**src/rtl/gaplus_starctl.sv**
```systemverilog
// Starfield control: CPU-written shadow registers, committed to the generator once per
// frame on the VB falling edge, with optional per-layer speed ramping.
module gaplus_starctl #(
  parameter int RAMP_FRAMES = 4
) (
  input  logic       VCLK,
  input  logic       RESET,
  input  logic       WE,
  input  logic [1:0] AD,
  input  logic [7:0] DI,
  input  logic       VB,
  output logic [4:0] C1,
  output logic [4:0] C2,
  output logic [4:0] C3,
  output logic       STAR_EN,
  output logic [7:0] FRAME,
  output logic       BUSY
);

  localparam logic [3:0] RF_LAST = (RAMP_FRAMES == 0) ? 4'd0 : 4'(RAMP_FRAMES - 1);

  logic [4:0] s1, s2, s3;
  logic [4:0] t1, t2, t3;
  logic [1:0] ctl;
  logic [3:0] rcnt;
  logic       vb_d;

  logic       commit;
  logic       bypass;
  logic       step_now;
  logic [4:0] c1_n, c2_n, c3_n;
  logic       busy_n;
  logic [3:0] rcnt_n;

  // One unit of movement toward the target: a change of [4:3] must pass through magnitude 0.
  function automatic logic [4:0] ramp_step(input logic [4:0] a, input logic [4:0] t);
    logic [4:0] r;
    r = a;
    if (a != t) begin
      if (a[4:3] == t[4:3]) begin
        if (a[2:0] < t[2:0]) r[2:0] = a[2:0] + 3'd1;
        else                 r[2:0] = a[2:0] - 3'd1;
      end else if (a[2:0] != 3'd0) begin
        r[2:0] = a[2:0] - 3'd1;
      end else begin
        r[4:3] = t[4:3];
      end
    end
    return r;
  endfunction

  always_comb begin
    commit   = vb_d && !VB;
    bypass   = ctl[1] || (RAMP_FRAMES == 0);
    step_now = (rcnt == RF_LAST);
    c1_n     = C1;
    c2_n     = C2;
    c3_n     = C3;
    if (bypass) begin
      c1_n = s1;
      c2_n = s2;
      c3_n = s3;
    end else if (step_now) begin
      c1_n = ramp_step(C1, s1);
      c2_n = ramp_step(C2, s2);
      c3_n = ramp_step(C3, s3);
    end
    busy_n = (c1_n != s1) || (c2_n != s2) || (c3_n != s3);
    // Idle keeps the counter parked so a fresh change gets a full interval.
    if (bypass || !busy_n || step_now) rcnt_n = 4'd0;
    else                               rcnt_n = rcnt + 4'd1;
  end

  always_ff @(posedge VCLK) begin
    if (RESET) begin
      s1      <= '0;
      s2      <= '0;
      s3      <= '0;
      ctl     <= '0;
      t1      <= '0;
      t2      <= '0;
      t3      <= '0;
      C1      <= '0;
      C2      <= '0;
      C3      <= '0;
      STAR_EN <= 1'b0;
      FRAME   <= '0;
      BUSY    <= 1'b0;
      rcnt    <= '0;
      vb_d    <= 1'b0;
    end else begin
      vb_d <= VB;
      if (WE) begin
        case (AD)
          2'd0:    s1  <= DI[4:0];
          2'd1:    s2  <= DI[4:0];
          2'd2:    s3  <= DI[4:0];
          default: ctl <= DI[1:0];
        endcase
      end
      // Shadows are read before this edge's write lands, so a same-cycle write waits a frame.
      if (commit) begin
        FRAME   <= FRAME + 8'd1;
        STAR_EN <= ctl[0];
        t1      <= s1;
        t2      <= s2;
        t3      <= s3;
        C1      <= c1_n;
        C2      <= c2_n;
        C3      <= c3_n;
        BUSY    <= busy_n;
        rcnt    <= rcnt_n;
      end
    end
  end

endmodule

```
**config.mk**
```make
export PLATFORM = sky130hd
export DESIGN_NAME = gaplus_starctl
export DESIGN_NICKNAME = d
export VERILOG_FILES = /design/src/rtl/gaplus_starctl.sv
export SDC_FILE = /design/constraint.sdc
export NUM_CORES = 1
export LEC_CHECK = 0
export BUFFER_PORTS_ARGS = -buffer_cell sky130_fd_sc_hd__clkbuf_2
export CELL_PAD_IN_SITES_DETAIL_PLACEMENT = 0
export CELL_PAD_IN_SITES_GLOBAL_PLACEMENT = 1
export CORE_MARGIN = 2
export CORE_UTILIZATION = 43
export DETAILED_ROUTE_END_ITERATION = 8
export HOLD_SLACK_MARGIN = 0.15
export PLACE_DENSITY = 0.83
export SLEW_MARGIN = 25
export SYNTH_ARGS = -nofsm -noshare
export SYNTH_HDL_FRONTEND = slang
export SYNTH_SLANG_ARGS = --single-unit
export TNS_END_PERCENT = 20
```
**constraint.sdc**
```tcl
create_clock -name VCLK -period 2.8 [get_ports VCLK]
set_input_delay 0.14 -clock VCLK [delete_from_list [all_inputs] [get_ports VCLK]]
set_output_delay 0.14 -clock VCLK [all_outputs]
set_load 0.01 [all_outputs]
```
Word-level counts from Yosys, hierarchy flattened:

Index checks and enable logic that the tools add are counted.

* register bits after elaboration: 47
* bits in latches: 0
* bits in writable memories: 0
* bits in read-only memories: 0
* input port bits: 14
* output and inout port bits: 25
* logic and storage cells: 77
* memories: 0

* $add $sub $neg: 8
* multiply operators: 0
* divide/modulo/power cells: 0
* $lt $le $gt $ge: 3
* equality and inequality tests: 12
* shifts and indexed selects: 0
* muxes and demuxes: 25
* bitwise operators: 1
* reduce and logical (&&, ||, !) cells: 16

Operator list (count)
* $mux W5: 9
* $ne A5 B5 Y1: 6
* $mux W3: 9
* $mux W2: 6
* $add A3 B1 Y3 const B: 3
* $lt A3 B3 Y1: 3
* $reduce_bool A3 Y1: 3
* $sub A3 B1 Y3 const B: 3
* $add A8 B1 Y8 const B: 1
* $reduce_and A2 Y1: 4
* $eq A2 B2 Y1: 3
* $add A4 B1 Y4 const B: 1
* $eq A4 B2 Y1 const B: 1
* $logic_or A1 B1 Y1: 4
* $mux W4: 1
* $reduce_or A3 Y1: 1
* $eq A2 B1 Y1 const B: 1
* $eq A2 B2 Y1 const B: 1
* $logic_not A1 Y1: 2
* $logic_not A2 Y1: 1
* $logic_and A1 B1 Y1: 1
* $not A1 Y1: 1

Longest topological paths before layout:

* word-level depth: 13
* depth in mapped cells: 10
* gate-level depth less buffers: 10

Least setup slack after synthesis:

Ideal clock, no wire load.

* path type: reg2reg
* from: register C2[0]
* to: register BUSY
* library setup time: 0.133 ns
* arrival: 2.323 ns
* required time: 2.667 ns
* setup slack: 0.344 ns
* cell stages (with the launch flop): 11
* buffers on the path: 0
* clock period less this slack: 2.456 ns
* path through: dfxtp_1 -> inv_1 -> ha_1 -> nand3_1 -> or3b_4 -> nor4b_2 -> nor4_1 -> xnor2_1 -> o211ai_2 -> nor3_4 -> o32ai_1

* cells in the longest elaborated chain, start to end: 9
* elaborated cells between the ends (all ways): 16
* classes of those cells: add/sub (2); order compare (1); eq/ne (2); mux (8); reduce/logical (3)

RTL lines
* start: declaration: RTL line 13 `output logic [4:0] C2,`
* start signal: assignment: RTL line 109 `C2 <= c2_n;`
* $sub A3 B1 Y3, or another cell as far along: RTL line 42, 44
* $mux W3, or another cell as far along: RTL line 43 `end else if (a[2:0] != 3'd0) begin`
* $mux W3 or $mux W2 (tied branches): RTL line 40 `if (a[4:3] == t[4:3]) begin`
* $mux W5: RTL line 39 `if (a != t) begin`
* $mux W5 (*): RTL line 63 `end else if (step_now) begin`
* $mux W5 (*): RTL line 59 `if (bypass) begin`
* $ne A5 B5 Y1 (*): RTL line 68 `busy_n = (c1_n != s1) || (c2_n != s2) || (c3_n != s3);`
* $logic_or A1 B1 Y1 (*) (2 in series): RTL line 68
* end signal: assignment: RTL line 111 `BUSY <= busy_n;`
* end: declaration: RTL line 17 `output logic BUSY`

Mark *: on every way between the ends. The rest lies on a longest branch, timed or not.
A chain may end at the register's enable or synchronous reset.

Worst setup path in the final report:

* from: register s3[2]
* to: register BUSY

* cells in the longest elaborated chain, start to end: 8
* elaborated cells between the ends (all ways): 9
* classes of those cells: order compare (1); eq/ne (2); mux (5); reduce/logical (1)

RTL lines
* start: declaration: RTL line 22 `logic [4:0] s1, s2, s3;`
* start signal: assignment: RTL line 97 `2'd2: s3 <= DI[4:0];`
* $lt A3 B3 Y1: RTL line 41 `if (a[2:0] < t[2:0]) r[2:0] = a[2:0] + 3'd1;`
* $mux W3: RTL line 41
* $mux W3: RTL line 40
* $mux W5: RTL line 39
* $mux W5: RTL line 63
* $mux W5: RTL line 59
* $ne A5 B5 Y1 (*): RTL line 68
* $logic_or A1 B1 Y1 (*): RTL line 68

Marks and branches as above.

==> impl_metrics.json <==
{
  "final_setup_violating_endpoints": 0,
  "clkSlewWorstSetupHoldPaths_ps": 90,
  "synth_sequential_area_ratio_pct": 31.5,
  "worst_ir_drop_on_vdd_mv": 0.182,
  "cp.arrival_ps": 2740,
  "netlist_top_cells_count": "sky130_fd_sc_hd__nor2_1, sky130_fd_sc_hd__dfxtp_1, sky130_fd_sc_hd__nand2_1",
  "final_min_period_over_clock_period_pct": 92.6,
  "synth_most_common_cell": "sky130_fd_sc_hd__nor2_1",
  "coreArea_sq_mm": 0.00676,
  "power_density_normalized_to_cell_area_mw_per_mm2": 382,
  "filler_cell_count": 657,
  "floorplan.die_area_sq_mm": 0.00763,
  "critical_path_class": "flip-flop to flip-flop",
  "routedWlPerCell_um": 15.1,
  "fin_cells": 493,
  "critPathMaxFanout": 5,
  "grt_first_pass_wirelength_um": 12100,
  "globalRouteTotalUtil_pct": 20.1,
  "sort_of_element_at_the_end_of_the_critical_path": "flip-flop",
  "syn-mean-instance-area_sq_um": 8.19,
  "critical_path.startpoint": "s3[2]",
  "r2r_slack_ps": 210,
  "initial_utilization_pct": 44.2,
  "yosys.area.top_type": "sky130_fd_sc_hd__dfxtp_1",
  "syn_std_cell_area_sq_mm": 0.00299,
  "cts_inserted_buffers": 5,
  "globalRouteOverflowTotal": 0,
  "total_routed_length_um": 7460,
  "die_height_um": 87.4,
  "gate_count_of_the_mapped_netlist": 365,
  "drt_drc_violations_left": 0,
  "number_of_antenna_cells_inserted": 0,
  "post_synth_edffs": 0,
  "syn_to_final_growth_pct": 15.4,
  "boundaryPins": 39,
  "synth_top_area_share_pct": 31.5,
  "detail_route.iter0.violations": 139,
  "hold_path_class": "primary input to flip-flop",
  "critPathLaunchType": "flip-flop",
  "final_design_area_no_fill_sq_mm": 0.00345,
  "largest_cells_by_area_after_synthesis": "sky130_fd_sc_hd__dfxtp_1, sky130_fd_sc_hd__ha_1, sky130_fd_sc_hd__mux2i_1",
  "worstPathRequired_ps": 2950,
  "cp_common_cell": "sky130_fd_sc_hd__a21oi_1",
  "synth_fp_nets": 399,
  "worstRegToRegCells": 10,
  "max_cap_violations": 0,
  "timing.rr.start": "s3[2]",
  "timing.critical_path.buf_inv": 1,
  "synth-async-reset-ratio_pct": 0,
  "clk_path_buf_depth": 2,
  "dp.cells": 479,
  "shortest_clock_period_the_worst_path_allows_after_layout_ps": 2590,
  "first_pass_iters": 5,
  "synth.distinct_cells": 55,
  "finalMaxSlewViolations": 0,
  "outcome": "completed",
  "leakagePower_nw": 1.48,
  "rsz0062_at_grt": "false",
  "grt_antenna_before_repair": 0,
  "first_global_vias": 2511,
  "post-route-util_pct": 51.1,
  "crit_path_end": "BUSY",
  "kind_of_cell_adding_the_most_delay_to_the_critical_path": "simple AND/OR/NAND/NOR gates",
  "clkLatencyLatePin_ps": 300,
  "final_hold_viol_count": 0,
  "tightestPinTransition_ps": 947,
  "worst-path-stages": 10,
  "maxClockFrequency_mhz": 386,
  "number_of_storage_elements_in_the_synthesis_netlist": 47,
  "grt_start_max_net_pins": 50,
  "reg2reg_to": "BUSY",
  "postPlaceCellArea_sq_mm": 0.00330,
  "dr_total_vias": 2736,
  "gp_routability_congestion": 0.825,
  "site_rows": 30,
  "clock-skew-final_ps": 2.42,
  "critical_path.max_stage_delay_ps": 390,
  "max_stage_delay_cell_worst_path": "sky130_fd_sc_hd__dfxtp_1",
  "hold_path_depth": 4,
  "io_buffer_count": 35,
  "synthesis.yosys.warnings": 0,
  "die_wd_um": 87.4,
  "cp_cell_sequence": "inv_1 -> ha_1 -> a21oi_1 -> nand2_1 -> or3_1 -> a21oi_1 -> mux2i_1 -> o211ai_2 -> nor3_4 -> o32ai_1",
  "route.detailed.vias_per_inst": 5.55,
  "fin_tns_setup_ps": 0,
  "half_perimeter_wire_length_of_the_detailed_placement_result_um": 5300,
  "share_of_layout_cells_above_drive_strength_1_pct": 16.7,
  "antenna_violating_nets_post_route": 0,
  "synth_ff_type": "sky130_fd_sc_hd__dfxtp_1",
  "final_nets": 446,
  "cts_root_buffer": "sky130_fd_sc_hd__clkbuf_8",
  "clock_tree_from_tritoncts": "done",
  "cts-htree-levels": 2,
  "hold_slack_ps": 282,
  "maxSlewHeadroom_pct": 36.8,
  "clock_sink_count": 47
}
## sequential cells by signal (all words and copies together) (netlist names), 2 cells and up
register  flops
s3            5
C3            5
FRAME         8
C2            5
s2            5
s1            5
rcnt          4
C1            5
ctl           2
## routing by layer
layer,share of wire [%],GRT usage (%),vias up
met5,0,0,-
met4,1.0,5.73,0
met3,5.9,3.22,6
met2,47,32.8,63
met1,46,27.4,1279
li1,-,-,1388
## placed cells by master (no fill, tap or decap), types with 2 or more instances in the layout
| cell | netlist | final |
|---|---|---|
| sky130_fd_sc_hd__a211oi_1 | 4 | 4 |
| sky130_fd_sc_hd__a21boi_1 | 2 | 2 |
| sky130_fd_sc_hd__a21oi_1 | 23 | 23 |
| sky130_fd_sc_hd__a22oi_1 | 2 | 2 |
| sky130_fd_sc_hd__a31oi_1 | 3 | 3 |
| sky130_fd_sc_hd__and2_1 | 5 | 5 |
| sky130_fd_sc_hd__and3_1 | 5 | 5 |
| sky130_fd_sc_hd__buf_4 | 0 | 12 |
| sky130_fd_sc_hd__clkbuf_2 | 0 | 34 |
| sky130_fd_sc_hd__clkbuf_8 | 0 | 5 |
| sky130_fd_sc_hd__dfxtp_1 | 47 | 46 |
| sky130_fd_sc_hd__dlygate4sd3_1 | 0 | 6 |
| sky130_fd_sc_hd__ha_1 | 20 | 20 |
| sky130_fd_sc_hd__inv_1 | 15 | 15 |
| sky130_fd_sc_hd__mux2i_1 | 25 | 25 |
| sky130_fd_sc_hd__nand2_1 | 29 | 29 |
| sky130_fd_sc_hd__nand2b_1 | 7 | 7 |
| sky130_fd_sc_hd__nand3_1 | 9 | 9 |
| sky130_fd_sc_hd__nand3b_1 | 3 | 3 |
| sky130_fd_sc_hd__nand4_1 | 4 | 4 |
| sky130_fd_sc_hd__nor2_1 | 53 | 53 |
| sky130_fd_sc_hd__nor2b_1 | 6 | 6 |
| sky130_fd_sc_hd__nor3_1 | 6 | 6 |
| sky130_fd_sc_hd__o211ai_1 | 3 | 3 |
| sky130_fd_sc_hd__o21a_1 | 3 | 3 |
| sky130_fd_sc_hd__o21ai_0 | 22 | 22 |
| sky130_fd_sc_hd__o221ai_1 | 2 | 2 |
| sky130_fd_sc_hd__o22ai_1 | 3 | 3 |
| sky130_fd_sc_hd__o31ai_1 | 4 | 4 |
| sky130_fd_sc_hd__or3_1 | 4 | 4 |
| sky130_fd_sc_hd__xnor2_1 | 11 | 11 |
| sky130_fd_sc_hd__xor2_1 | 8 | 8 |
## power breakdown
part | switching [mW] | leakage (nW) | internal, mW
combinational | 0.119 | 1.06 | 0.0885
clock | 0.231 | 0.0412 | 0.175
sequential | 0.0199 | 0.381 | 0.685
## cells by family (layout without fill, tap and decap cells)
| family | count (synthesis) | in the layout | synth area share (%) |
|---|---|---|---|
| AOI/OAI and AO/OA | 87 | 87 | 19.8 |
| xor gates and xnor gates | 19 | 19 | 5.57 |
| adders and majority gates | 20 | 20 | 8.37 |
| buffers and inverters | 28 | 76 | 3.56 |
| DFF | 47 | 47 | 31.5 |
| muxes | 25 | 25 | 8.37 |
| and+or+nand+nor | 139 | 139 | 22.9 |
## worst reg2reg max path, stage by stage (launching register included)
cell	delay [ps]
sky130_fd_sc_hd__dfxtp_1	390
sky130_fd_sc_hd__inv_1	120
sky130_fd_sc_hd__ha_1	320
sky130_fd_sc_hd__a21oi_1	140
sky130_fd_sc_hd__nand2_1	100
sky130_fd_sc_hd__or3_1	350
sky130_fd_sc_hd__a21oi_1	240
sky130_fd_sc_hd__mux2i_1	240
sky130_fd_sc_hd__o211ai_2	140
sky130_fd_sc_hd__nor3_4	250
sky130_fd_sc_hd__o32ai_1	140
## final cells by class
type	instances	area, sq um	share of cell area [%]
clock buffer	6	72.6	2.10
multi-input combinational	290	1940	56.3
sequential	47	942	27.3
inverter	15	56.3	1.63
clock inverter	2	12.5	0.363
timing repair buffer	53	325	9.43
tap	80	100	2.90
## through the flow
step / setup WS [ps] / total power [mW]
after floorplan: 344 / 0.861
after global placement: 220 / 0.916
after detailed placement: 147 / 0.920
after CTS: 121 / 1.34
after global routing: 9.88 / 1.39
final: 208 / 1.32
## worst min-delay path by stage
stage | start | to | slack (ps)
finish | AD[1] | ctl[1] | 280
detailed placement | VB | vb_d | 390
floorplan | VB | vb_d | 270
CTS | AD[1] | ctl[1] | 270
global route | AD[1] | ctl[1] | 320
global placement | VB | vb_d | 380
## timing repair
item / 4_1_cts / 5_1_grt
resized for setup: 0 / 1
endpoints found under the setup margin: 0 / 1
setup buffers: 0 / 0
endpoints found under the hold margin: 13 / 0
hold buffers: 6 / 0
Power figures use the tool's default switching activity.
